**src/rtl/multicycle_controller_if.sv**
```systemverilog
// Bundles the instruction/run-control inputs and the decoded/gated outputs of the
// multicycle controller.
//   master: drives start, opcode, branch_bits; observes decode, strobes and status
//   slave : the controller side (inverse directions)
interface multicycle_controller_if #(
  parameter int unsigned NUM_PROG = 3,
  parameter int unsigned PROG_W   = $clog2(NUM_PROG > 1 ? NUM_PROG : 2)
);
  logic              start;
  logic [2:0]        opcode;
  logic [1:0]        branch_bits;
  logic              wr_en;
  logic              mem_write;
  logic              pc_en;
  logic              sub;
  logic              alu_src;
  logic              shift_left;
  logic              use_lut;
  logic              branch;
  logic              sel_rd;
  logic              alu_mem_sel;
  logic              next_branch_selector;
  logic [1:0]        alu_op;
  logic [1:0]        branch_sel;
  logic [1:0]        sel_rs;
  logic              busy;
  logic              done;
  logic              all_done;
  logic [PROG_W-1:0] prog_idx;

  modport master (
    output start, opcode, branch_bits,
    input  wr_en, mem_write, pc_en, sub, alu_src, shift_left, use_lut, branch, sel_rd,
           alu_mem_sel, next_branch_selector, alu_op, branch_sel, sel_rs, busy, done,
           all_done, prog_idx
  );

  modport slave (
    input  start, opcode, branch_bits,
    output wr_en, mem_write, pc_en, sub, alu_src, shift_left, use_lut, branch, sel_rd,
           alu_mem_sel, next_branch_selector, alu_op, branch_sel, sel_rs, busy, done,
           all_done, prog_idx
  );
endinterface

```
**src/rtl/multicycle_controller.sv**
```systemverilog
// Multicycle controller: decodes {opcode, branch_bits} combinationally and sequences
// execution through IDLE/RUN/MEM/HALT. Side-effect strobes (wr_en, mem_write, pc_en)
// are only raised in RUN/MEM. Memory ops are stretched to MEM_LAT cycles and NUM_PROG
// programs run back to back, one start pulse each.
// Ports:
//   clk   - rising-edge clock
//   rst_n - synchronous active-low reset
//   bus   - slave side of multicycle_controller_if (instruction in, decode/strobes out)
module multicycle_controller #(
  parameter int unsigned MEM_LAT  = 2,
  parameter int unsigned NUM_PROG = 3,
  parameter int unsigned PROG_W   = $clog2(NUM_PROG > 1 ? NUM_PROG : 2)
) (
  input  logic                     clk,
  input  logic                     rst_n,
  multicycle_controller_if.slave   bus
);

  localparam int unsigned CntW = $clog2(MEM_LAT > 1 ? MEM_LAT : 2);
  localparam logic [CntW-1:0]   CntLoad  = CntW'(MEM_LAT > 1 ? MEM_LAT - 2 : 0);
  localparam logic [PROG_W-1:0] LastProg = PROG_W'(NUM_PROG - 1);

  typedef enum logic [1:0] {StIdle, StRun, StMem, StHalt} state_e;

  state_e            state_q, state_d;
  logic [CntW-1:0]   cnt_q, cnt_d;
  logic [PROG_W-1:0] prog_q, prog_d;
  logic              all_done_q, all_done_d;

  logic [2:0] op;
  logic [1:0] bb;
  logic       is_hlt, is_memop, is_wr;
  logic       wr_en, mem_write, pc_en;

  assign op = bus.opcode;
  assign bb = bus.branch_bits;

  // Ungated decode
  assign bus.sub                  = (op == 3'b010) & ~bb[1];
  assign bus.alu_src              = (op[2:1] == 2'b00);
  assign bus.sel_rd               = (op[2:1] == 2'b00);
  assign bus.shift_left           = bb[1];
  assign bus.use_lut              = bb[0];
  assign bus.branch               = (op == 3'b010);
  assign bus.alu_mem_sel          = (op == 3'b011) & ~bb[1];
  assign bus.next_branch_selector = ((op == 3'b010) & (bb != 2'b11)) | (op == 3'b001);
  assign bus.branch_sel           = bb;

  always_comb begin
    bus.alu_op = 2'b00;
    unique case (op)
      3'b101:  bus.alu_op = 2'b01;
      3'b110:  bus.alu_op = 2'b10;
      3'b100:  bus.alu_op = 2'b11;
      default: bus.alu_op = 2'b00;
    endcase
  end

  always_comb begin
    bus.sel_rs = 2'b00;
    unique case (op)
      3'b100:                 bus.sel_rs = 2'b01;
      3'b101, 3'b110, 3'b111: bus.sel_rs = 2'b00;
      3'b010, 3'b011:         bus.sel_rs = 2'b10;
      default:                bus.sel_rs = 2'b11;
    endcase
  end

  // Instruction classes
  assign is_hlt   = (op == 3'b011) & (bb == 2'b11);
  assign is_memop = (op == 3'b011) & (bb != 2'b11);
  assign is_wr    = op[2] | (op == 3'b000) | (op == 3'b001) | (is_memop & ~bb[1]);

  always_ff @(posedge clk) begin
    if (!rst_n) begin
      state_q    <= StIdle;
      cnt_q      <= '0;
      prog_q     <= '0;
      all_done_q <= 1'b0;
    end else begin
      state_q    <= state_d;
      cnt_q      <= cnt_d;
      prog_q     <= prog_d;
      all_done_q <= all_done_d;
    end
  end

  always_comb begin
    state_d    = state_q;
    cnt_d      = cnt_q;
    prog_d     = prog_q;
    all_done_d = all_done_q;
    wr_en      = 1'b0;
    mem_write  = 1'b0;
    pc_en      = 1'b0;
    unique case (state_q)
      StIdle: begin
        if (bus.start) state_d = StRun;
      end
      StRun: begin
        if (is_hlt) begin
          state_d = StHalt;
          if (prog_q == LastProg) all_done_d = 1'b1;
        end else if (is_memop) begin
          mem_write = (bb == 2'b10);
          if (MEM_LAT == 1) begin
            pc_en = 1'b1;
            wr_en = is_wr;
          end else begin
            // Issue cycle; the PC stays frozen so the instruction is held through MEM
            cnt_d   = CntLoad;
            state_d = StMem;
          end
        end else begin
          pc_en = 1'b1;
          wr_en = is_wr;
        end
      end
      StMem: begin
        if (cnt_q != '0) begin
          cnt_d = cnt_q - 1'b1;
        end else begin
          pc_en   = 1'b1;
          wr_en   = is_wr;
          state_d = StRun;
        end
      end
      StHalt: begin
        if (bus.start) begin
          state_d = StRun;
          if (prog_q == LastProg) begin
            prog_d     = '0;
            all_done_d = 1'b0;
          end else begin
            prog_d = prog_q + 1'b1;
          end
        end
      end
      default: state_d = StIdle;
    endcase
    // No side effects while reset is being applied, even mid-MEM
    if (!rst_n) begin
      wr_en     = 1'b0;
      mem_write = 1'b0;
      pc_en     = 1'b0;
    end
  end

  assign bus.wr_en     = wr_en;
  assign bus.mem_write = mem_write;
  assign bus.pc_en     = pc_en;
  assign bus.busy      = (state_q == StRun) | (state_q == StMem);
  assign bus.done      = (state_q == StHalt);
  assign bus.all_done  = all_done_q;
  assign bus.prog_idx  = prog_q;

endmodule

```
**src/flat_wrapper.sv**
```systemverilog
// flat-port wrapper written by rule: the top's interface ports become plain ports
module multicycle_controller_flat 
#(
  parameter int unsigned MEM_LAT  = 2,
  parameter int unsigned NUM_PROG = 3,
  parameter int unsigned PROG_W   = $clog2(NUM_PROG > 1 ? NUM_PROG : 2)
)
  (clk, rst_n, bus_start, bus_opcode, bus_branch_bits, bus_wr_en, bus_mem_write, bus_pc_en, bus_sub, bus_alu_src, bus_shift_left, bus_use_lut, bus_branch, bus_sel_rd, bus_alu_mem_sel, bus_next_branch_selector, bus_alu_op, bus_branch_sel, bus_sel_rs, bus_busy, bus_done, bus_all_done, bus_prog_idx);
  multicycle_controller_if #(.NUM_PROG(NUM_PROG), .PROG_W(PROG_W)) bus_i ();
  input  logic clk;
  input  logic rst_n;
  input wire logic [$bits(bus_i.start)-1:0] bus_start;
  input wire logic [$bits(bus_i.opcode)-1:0] bus_opcode;
  input wire logic [$bits(bus_i.branch_bits)-1:0] bus_branch_bits;
  output wire logic [$bits(bus_i.wr_en)-1:0] bus_wr_en;
  output wire logic [$bits(bus_i.mem_write)-1:0] bus_mem_write;
  output wire logic [$bits(bus_i.pc_en)-1:0] bus_pc_en;
  output wire logic [$bits(bus_i.sub)-1:0] bus_sub;
  output wire logic [$bits(bus_i.alu_src)-1:0] bus_alu_src;
  output wire logic [$bits(bus_i.shift_left)-1:0] bus_shift_left;
  output wire logic [$bits(bus_i.use_lut)-1:0] bus_use_lut;
  output wire logic [$bits(bus_i.branch)-1:0] bus_branch;
  output wire logic [$bits(bus_i.sel_rd)-1:0] bus_sel_rd;
  output wire logic [$bits(bus_i.alu_mem_sel)-1:0] bus_alu_mem_sel;
  output wire logic [$bits(bus_i.next_branch_selector)-1:0] bus_next_branch_selector;
  output wire logic [$bits(bus_i.alu_op)-1:0] bus_alu_op;
  output wire logic [$bits(bus_i.branch_sel)-1:0] bus_branch_sel;
  output wire logic [$bits(bus_i.sel_rs)-1:0] bus_sel_rs;
  output wire logic [$bits(bus_i.busy)-1:0] bus_busy;
  output wire logic [$bits(bus_i.done)-1:0] bus_done;
  output wire logic [$bits(bus_i.all_done)-1:0] bus_all_done;
  output wire logic [$bits(bus_i.prog_idx)-1:0] bus_prog_idx;
  assign bus_i.start = bus_start;
  assign bus_i.opcode = bus_opcode;
  assign bus_i.branch_bits = bus_branch_bits;
  assign bus_wr_en = bus_i.wr_en;
  assign bus_mem_write = bus_i.mem_write;
  assign bus_pc_en = bus_i.pc_en;
  assign bus_sub = bus_i.sub;
  assign bus_alu_src = bus_i.alu_src;
  assign bus_shift_left = bus_i.shift_left;
  assign bus_use_lut = bus_i.use_lut;
  assign bus_branch = bus_i.branch;
  assign bus_sel_rd = bus_i.sel_rd;
  assign bus_alu_mem_sel = bus_i.alu_mem_sel;
  assign bus_next_branch_selector = bus_i.next_branch_selector;
  assign bus_alu_op = bus_i.alu_op;
  assign bus_branch_sel = bus_i.branch_sel;
  assign bus_sel_rs = bus_i.sel_rs;
  assign bus_busy = bus_i.busy;
  assign bus_done = bus_i.done;
  assign bus_all_done = bus_i.all_done;
  assign bus_prog_idx = bus_i.prog_idx;
  multicycle_controller #(.MEM_LAT(MEM_LAT), .NUM_PROG(NUM_PROG), .PROG_W(PROG_W)) u_core (.clk(clk), .rst_n(rst_n), .bus(bus_i));
endmodule
```
**config.mk**
```make
export PLATFORM = sky130hd
export DESIGN_NAME = multicycle_controller_flat
export DESIGN_NICKNAME = d
export VERILOG_FILES = /design/src/rtl/multicycle_controller_if.sv /design/src/rtl/multicycle_controller.sv /design/src/flat_wrapper.sv
export SDC_FILE = /design/constraint.sdc
export NUM_CORES = 1
export LEC_CHECK = 0
export CAP_MARGIN = 20
export CORE_AREA = 4 4 41 43
export CTS_BUF_LIST = sky130_fd_sc_hd__clkbuf_4 sky130_fd_sc_hd__clkbuf_8
export DETAILED_ROUTE_END_ITERATION = 10
export DIE_AREA = 0 0 45 47
export PLACE_DENSITY = 0.79
export REMOVE_ABC_BUFFERS = 1
export SYNTH_ARGS = -nofsm -noshare
export SYNTH_HDL_FRONTEND = slang
export SYNTH_SLANG_ARGS = --single-unit
```
**constraint.sdc**
```tcl
create_clock -name clk -period 3.6 [get_ports clk]
set_clock_uncertainty 0.15 [all_clocks]
set_input_delay 0.72 -clock clk [delete_from_list [all_inputs] [get_ports clk]]
set_output_delay 0.72 -clock clk [all_outputs]
set_load 0.005 [all_outputs]
```
After elaboration in Yosys (flattened, before gate mapping)

Cells that the tools add are included.
W data, S select, Z words.

Flip-flop bits (word level): 6
Input bits: 8
Word-level logic and storage cells: 84

$add $sub $neg: 2
Eq/ne operators: 23
Mux-type cells: 31
Bitwise operators: 12
Reduce and logical (&&, ||, !) cells: 12

Operators with widths:

| cell                  | count |
|---|---|
| $mux W1               | 19 |
| $pmux W2 S3           | 3 |
| $eq A3 B3 Y1 const B  | 4 |
| $eq A2 B2 Y1 const B  | 5 |
| $mux W2               | 5 |
| $ne A2 B1 Y1 const B  | 5 |
| $ne A2 B2 Y1 const B  | 4 |
| $pmux W1 S2           | 4 |
| $and A1 B1 Y1         | 6 |
| $eq A3 B2 Y1 const B  | 2 |
| $reduce_and A3 Y1     | 2 |
| $or A1 B1 Y1          | 5 |
| $reduce_and A5 Y1     | 1 |
| $logic_not A2 Y1      | 2 |
| $reduce_bool A2 Y1    | 2 |
| $reduce_or A2 Y1      | 2 |
| $eq A3 B1 Y1 const B  | 1 |
| $logic_not A3 Y1      | 1 |
| $ne A3 B1 Y1 const B  | 1 |
| $reduce_or A3 Y1      | 1 |
| $add A2 B1 Y2 const B | 1 |
| $eq A2 B1 Y1 const B  | 1 |
| $reduce_and A2 Y1     | 1 |
| $not A1 Y1            | 1 |
| $sub A1 B1 Y1 const B | 1 |

Logic depth before layout (Yosys ltp)

Gate-level depths: netlist of run 1.

Depth in word-level cells: 8
Mapped depth: 5
Depth with buffers taken out: 5

Least setup slack after synthesis of run 1

OpenSTA, ideal clock, no wires.

Path type: input to output
Start: input rst_n
End: output bus_wr_en
Arrival: 1.250 ns
Required time: 2.730 ns
Path slack: 1.480 ns
Cell stages on the path: 3
Path buffers: 1
Path through: clkbuf_1 > nand2_1 > nor3_1

Word-level cells in the longest chain between the ends: 1

RTL lines:

| element            | line                         | text |
|---|---|---|
| start: declaration | flat_wrapper.sv:11           | `input logic rst_n;` |
| $mux W1            | multicycle_controller.sv:142 | `if (!rst_n) begin` |
| end: declaration   | flat_wrapper.sv:15           | `output wire logic [$bits(bus_i.wr_en)-1:0] bus_wr_en;` |

Every way passes these cells.

Final worst setup path of run 1

Start: input bus_opcode[0]
End: output bus_mem_write

Word-level cells in the longest chain between the ends: 6
Elaborated cells on any way between the ends: 7
Classes of those cells: eq/ne (1); mux (4); bitwise (2)

RTL lines:

| element            | line                                                     | text |
|---|---|---|
| start: declaration | flat_wrapper.sv:13                                       | `input wire logic [$bits(bus_i.opcode)-1:0] bus_opcode;` |
| $eq A3 B2 Y1 *     | multicycle_controller.sv:70, multicycle_controller.sv:71 |  |
| $and A1 B1 Y1      | multicycle_controller.sv:71                              | `assign is_memop = (op == 3'b011) & (bb != 2'b11);` |
| $mux W1            | multicycle_controller.sv:104                             | `end else if (is_memop) begin` |
| $mux W1 *          | multicycle_controller.sv:101                             | `if (is_hlt) begin` |
| $mux W1 *          | multicycle_controller.sv:96                              | `unique case (state_q)` |
| $mux W1 *          | multicycle_controller.sv:142                             |  |
| end: declaration   | flat_wrapper.sv:16                                       | `output wire logic [$bits(bus_i.mem_write)-1:0] bus_mem_write;` |

Every way passes the cells marked *; elsewhere a longest branch is shown, timed or not.

==> impl_metrics.env, run 1 <==
export IMPL_syn_inst=62
export IMPL_hold_depth=1
export IMPL_cts_buffers=3
export IMPL_max_slew_margin_pct=77.2
export IMPL_rows=13
export IMPL_cp_arrival_ps=2290
export IMPL_synth_cell_type_count=24
export IMPL_finalSetupTns_ps=0
export IMPL_finalNonFillerCells=102
export IMPL_nNetsFinal=99
export IMPL_clk_latency_ps=240
export IMPL_worstSetupEndpointType="primary output"
export IMPL_place_area_um2=733
export IMPL_grt_use_total_pct=11.8
export IMPL_clock_path_buffers=2
export IMPL_insertedDiodeCount=0
export IMPL_clockRootBuffer="clkbuf_4"
export IMPL_final_cell_area_um2=763
export IMPL_cts_setup_buffers=0
export IMPL_rsz0062_at_grt="false"
export IMPL_yosys_register_bits=5
export IMPL_holdWs_ps=370
export IMPL_dp_cells=98
export IMPL_final_cell_mix="clkdlybuf4s50_1 (29), nor2_1 (9), inv_1 (5), nand2_1 (5), dfxtp_1 (5)"
export IMPL_p_leak_nw=0.323
export IMPL_r2r_setup_slack_ps=1940
export IMPL_finalMaxSlewViolations=0
export IMPL_cts_htree_levels=1
export IMPL_critPathKind="in -> out"
export IMPL_powerDensity_mw_per_mm2=251
export IMPL_n_fill_cell=120
export IMPL_synth_top_cell_area_share_pct=20.8
export IMPL_final_layout_size_suffix_gt1_share_pct=6.90
export IMPL_p_total_mw=0.192
export IMPL_worstPathMaxFanout=9
export IMPL_crit_slowest_cell="clkdlybuf4s50_1"
export IMPL_port_buffers=29
export IMPL_cts_sinks=5
export IMPL_ir_drop_mv=0.209
export IMPL_hold_class="reg -> reg"
export IMPL_setup_viol=0
export IMPL_cap_viol_max_count=0
export IMPL_outcome="completed"
export IMPL_drt_vias_per_instance=4.90
export IMPL_final_common_cell="clkdlybuf4s50_1"
export IMPL_cts_tree="built"
export IMPL_fin_crit_ps=3160
export IMPL_hp_start="u_core.bus.all_done"
export IMPL_grt_overflow=0
export IMPL_cts_hold_fix_buffers=0
export IMPL_synth_area_leaders="dfxtp_1 (21%), buf_4 (11%), ha_1 (7.8%)"
export IMPL_syn2layout_area_growth_pct=58.9
export IMPL_synth_yosys_seq_area_share_pct=20.8
export IMPL_required_ps=2730
export IMPL_dieHeight_um=47
export IMPL_core_mm2=0.00130
export IMPL_die_area_mm2=0.00212
export IMPL_grt_pass1_wl_um=1820
export IMPL_die_w_um=45
export IMPL_critPathMaxStageDelay_ps=670
export IMPL_ios=30
export IMPL_cp_top_family="buffers and inverters"
export IMPL_cp_start_kind="input port"
export IMPL_wire_per_inst_um=11.2
export IMPL_worst_slack_ps=440
export IMPL_place_ws_ps=427
export IMPL_yosysWarnings=0
export IMPL_synth_top_area_cell="dfxtp_1"
export IMPL_ant_nets=0
export IMPL_hold_end="u_core.bus.all_done"
export IMPL_routabilityCongestion=0.700
export IMPL_drc=0
export IMPL_worst_pin_slew_ps=341
export IMPL_antenna_found_initial=0
export IMPL_via_count=500
export IMPL_dr_pass1_iters=2
export IMPL_initial_core_util_pct=36.9
export IMPL_hold_viol_final=0
export IMPL_fin_crit_sh_pct=87.8
export IMPL_fin_util_pct=58.7
export IMPL_ctsResizeCount=0
export IMPL_worstReg2RegEnd="u_core.state_q[0]"
export IMPL_synth_area_um2=480
export IMPL_dp_hpwl_um=889
export IMPL_reg2reg_from="u_core.state_q[0]"
export IMPL_syn_area_per_cell_um2=7.75
export IMPL_crit_path_frequent_cell="clkdlybuf4s50_1"
export IMPL_path_cells="clkdlybuf4s50_1 -> nand4b_4 -> nor3_1 -> clkdlybuf4s50_1"
export IMPL_cp_num_buf_inv=2
export IMPL_first_global_vias=437
export IMPL_clk_pin_slew_ps=40
export IMPL_drtIter0Drc=4
export IMPL_max_freq_mhz=316
export IMPL_wirelength_um=1140
export IMPL_r2r_cells=4
export IMPL_grt_start_max_net_pins=10
-- where the power goes --
part,total [mW],internal [mW],switching (mW)
logic,0.0619,0.0356,0.0264
clock network,0.0703,0.0493,0.0210
registers,0.0596,0.0576,0.00199
total,0.192,0.142,0.0493
-- worst max path at each step --
stage / endpoint / start / slack [ps] / cells past startpoint
finish: bus_mem_write / bus_opcode[0] / 440 / 4
global route: bus_mem_write / bus_opcode[0] / 330 / 4
CTS: bus_mem_write / bus_opcode[0] / 420 / 4
detailed placement: bus_mem_write / bus_opcode[1] / 430 / 4
global placement: bus_wr_en / bus_opcode[2] / 460 / 5
floorplan: bus_pc_en / bus_opcode[2] / 1620 / 3
-- state kept, by name (all words and copies together) (netlist names) --
| register | flops |
|---|---|
| u_core.state_q | 2 |
| u_core.bus.prog_idx | 2 |
| u_core.bus.all_done | 1 |
-- synth_stat cells --
cell	count
nand4bb_1	1
buf_4	7
nor2_1	9
nand2_1	5
nor2b_1	2
or3b_1	1
o2111a_1	1
nand3b_1	2
a31oi_1	1
a311o_1	1
nand4b_1	1
dfxtp_1	5
inv_1	5
nand2b_2	1
o211a_1	2
nand2b_1	1
a21boi_0	1
ha_1	3
a21oi_1	4
nor3_1	4
clkbuf_1	1
o21ai_0	1
nand4b_4	1
mux2i_1	2
-- area by class of cell --
cell class,instances,area (µm²),share of cell area (%)
Inverter,5,18.8,2.46
Timing Repair Buffer,29,290,38.0
Tap cell,15,18.8,2.46
Clock buffer,4,30.0,3.93
Multi-Input combinational cell,44,305,40.0
Sequential cell,5,100,13.1
-- layer usage --
| layer | routed length, µm | up-vias | GRT usage (%) | part of all wire, % |
|---|---|---|---|---|
| met3 | 128 | 2 | 1.92 | 11 |
| met2 | 517 | 25 | 20.9 | 45 |
| li1 | - | 256 | - | - |
| met4 | 15 | 0 | 7.02 | 1.3 |
| met5 | 0 | - | 0 | 0 |
| met1 | 481 | 217 | 13.2 | 42 |
-- kinds of logic (layout without fill, tap and decap cells) --
family                   after synthesis  count (layout)  synth area share, %
AND/OR/NAND/NOR                       28              28                 34.9
buffers and inverters                 13              38                 15.6
AO/OA/AOI/OAI                         11              11                 16.7
flip-flops                             5               5                 20.8
adder cells (fa/ha/maj)                3               3                 7.81
multiplexers                           2               2                 4.17
(Power assumes the default switching activity.)
==> run 2: changes to the inputs <==
- ABC_CLOCK_PERIOD_IN_PS: unset -> 2800
- CORE_AREA: 4 4 41 43 -> 4 4 44 46
- DIE_AREA: 0 0 45 47 -> 0 0 48 50
- PLACE_DENSITY: 0.79 -> 0.72
- clock period: 3.6 -> 2.8 ns (I/O delays scaled with it)
==> impl_metrics.env, run 2 (synthesis results as in run 1) <==
export IMPL_max_slew_margin_pct=78.2
export IMPL_fin_crit_sh_pct=96.8
export IMPL_clock_path_buffers=2
export IMPL_first_global_vias=474
export IMPL_core_mm2=0.00151
export IMPL_final_cell_mix="clkdlybuf4s50_1 (26), nor2_1 (9), buf_4 (6)"
export IMPL_switching_power_mw=0.0658
export IMPL_wire_per_inst_um=10.7
export IMPL_clk_pin_slew_ps=40
export IMPL_rows=14
export IMPL_cts_htree_levels=1
export IMPL_fin_crit_ps=2710
export IMPL_worst_slack_ps=89.4
export IMPL_clk_latency_ps=240
export IMPL_drt_vias_per_instance=5.09
export IMPL_final_layout_size_suffix_gt1_share_pct=12.9
export IMPL_port_buffers=29
export IMPL_hold_class="reg -> reg"
export IMPL_n_fill_cell=152
export IMPL_drtIter0Drc=6
export IMPL_rsz0062_at_grt="false"
export IMPL_grt_use_total_pct=10.2
export IMPL_hold_viol_final=0
export IMPL_cts_tree="built"
export IMPL_p_total_mw=0.253
export IMPL_worstSetupEndpointType="primary output"
export IMPL_worstPathMaxFanout=4
export IMPL_grt_overflow=0
export IMPL_ios=30
export IMPL_clockRootBuffer="clkbuf_4"
export IMPL_dr_pass1_iters=3
export IMPL_p_leak_nw=0.379
export IMPL_ir_drop_mv=0.200
export IMPL_die_area_mm2=0.00240
export IMPL_finalSetupTns_ps=0
export IMPL_die_w_um=48
export IMPL_wirelength_um=1160
export IMPL_via_count=555
export IMPL_initial_core_util_pct=31.9
export IMPL_combPwrFrac_pct=33.4
export IMPL_antenna_found_initial=0
export IMPL_worst_pin_slew_ps=326
export IMPL_cts_setup_buffers=0
export IMPL_dieHeight_um=50
export IMPL_required_ps=2090
export IMPL_critPathKind="in -> out"
export IMPL_cap_viol_max_count=0
export IMPL_internal_power_mw=0.187
export IMPL_power_frac_seq_pct=30.2
export IMPL_cp_start_kind="input port"
export IMPL_cts_sinks=5
export IMPL_setup_viol=0
export IMPL_syn2layout_area_growth_pct=70.1
export IMPL_powerDensity_mw_per_mm2=310
export IMPL_place_ws_ps=24.0
export IMPL_switching_share_pct=26.0
export IMPL_power_share_clock_pct=36.4
export IMPL_grt_pass1_wl_um=1810
export IMPL_grt_start_max_net_pins=10
export IMPL_nNetsFinal=105
export IMPL_cts_buffers=3
export IMPL_finalMaxSlewViolations=0
export IMPL_cp_arrival_ps=2000
export IMPL_dp_hpwl_um=957
export IMPL_ant_nets=0
export IMPL_drc=0
export IMPL_max_freq_mhz=369
export IMPL_final_common_cell="clkdlybuf4s50_1"
export IMPL_outcome="completed"
export IMPL_insertedDiodeCount=0
export IMPL_routabilityCongestion=0.671
run 2: power groups by stage:
stage / sequential [mW] / clock (mW) / combinational [mW]
2_1_floorplan: 0.0771 / 0 / 0.0303
3_3_place_gp: 0.0774 / 0 / 0.0851
3_5_place_dp: 0.0777 / 0 / 0.0858
4_1_cts: 0.0764 / 0.0960 / 0.0866
5_1_grt: 0.0766 / 0.100 / 0.0947
6_report: 0.0765 / 0.0921 / 0.0846
run 2: per-layer routing:
layer	track usage [%]	vias to the layer above	part of all wire (%)
li1	-	271	-
met1	11.0	258	38
met2	17.4	24	49
met3	2.18	2	11
met4	5.38	0	1.2
met5	0	-	0
run 2: layout make-up:
| class | instances | area, µm² | area share (%) |
|---|---|---|---|
| well taps | 16 | 20.0 | 2.45 |
| inverters | 5 | 18.8 | 2.30 |
| flip-flops and latches | 5 | 100 | 12.3 |
| clock buffers | 4 | 30.0 | 3.68 |
| multi-input cells | 44 | 305 | 37.4 |
| repair buffers | 35 | 343 | 42.0 |
run 2: path summary, 6_finish.rpt:
path / from / to / slack, ps / cells after the start
worst max register to register: u_core.state_q[0] / u_core.state_q[0] / 1050 / 5
worst min register to register: u_core.bus.all_done / u_core.bus.all_done / 370 / 1
worst min-delay path: u_core.bus.all_done / u_core.bus.all_done / 370 / 1
worst max-delay path: bus_opcode[2] / bus_wr_en / 90 / 5
run 2: worst max-delay path, stage by stage:
cell and delay (ps):
clkdlybuf4s50_1 520, nand2b_1 160, a31oi_1 50, nor3_1 180, clkdlybuf4s50_1 530
run 2: repair_timing:
action | CTS | global route
endpoints found under the hold margin | 0 | 0
setup endpoints to repair | 0 | 4
hold buffers | 0 | 0
resized for setup | 0 | 3
run 2: metrics by stage:
stage	instance area (µm²)	cells	hold slack, ps	util [%]
final	817	109	371	54.2
after global routing	817	109	396	54.2
after CTS	810	109	379	53.7
after detailed placement	779	105	364	51.7
after global placement	779	105	369	51.7
after floorplan	424	54	354	-
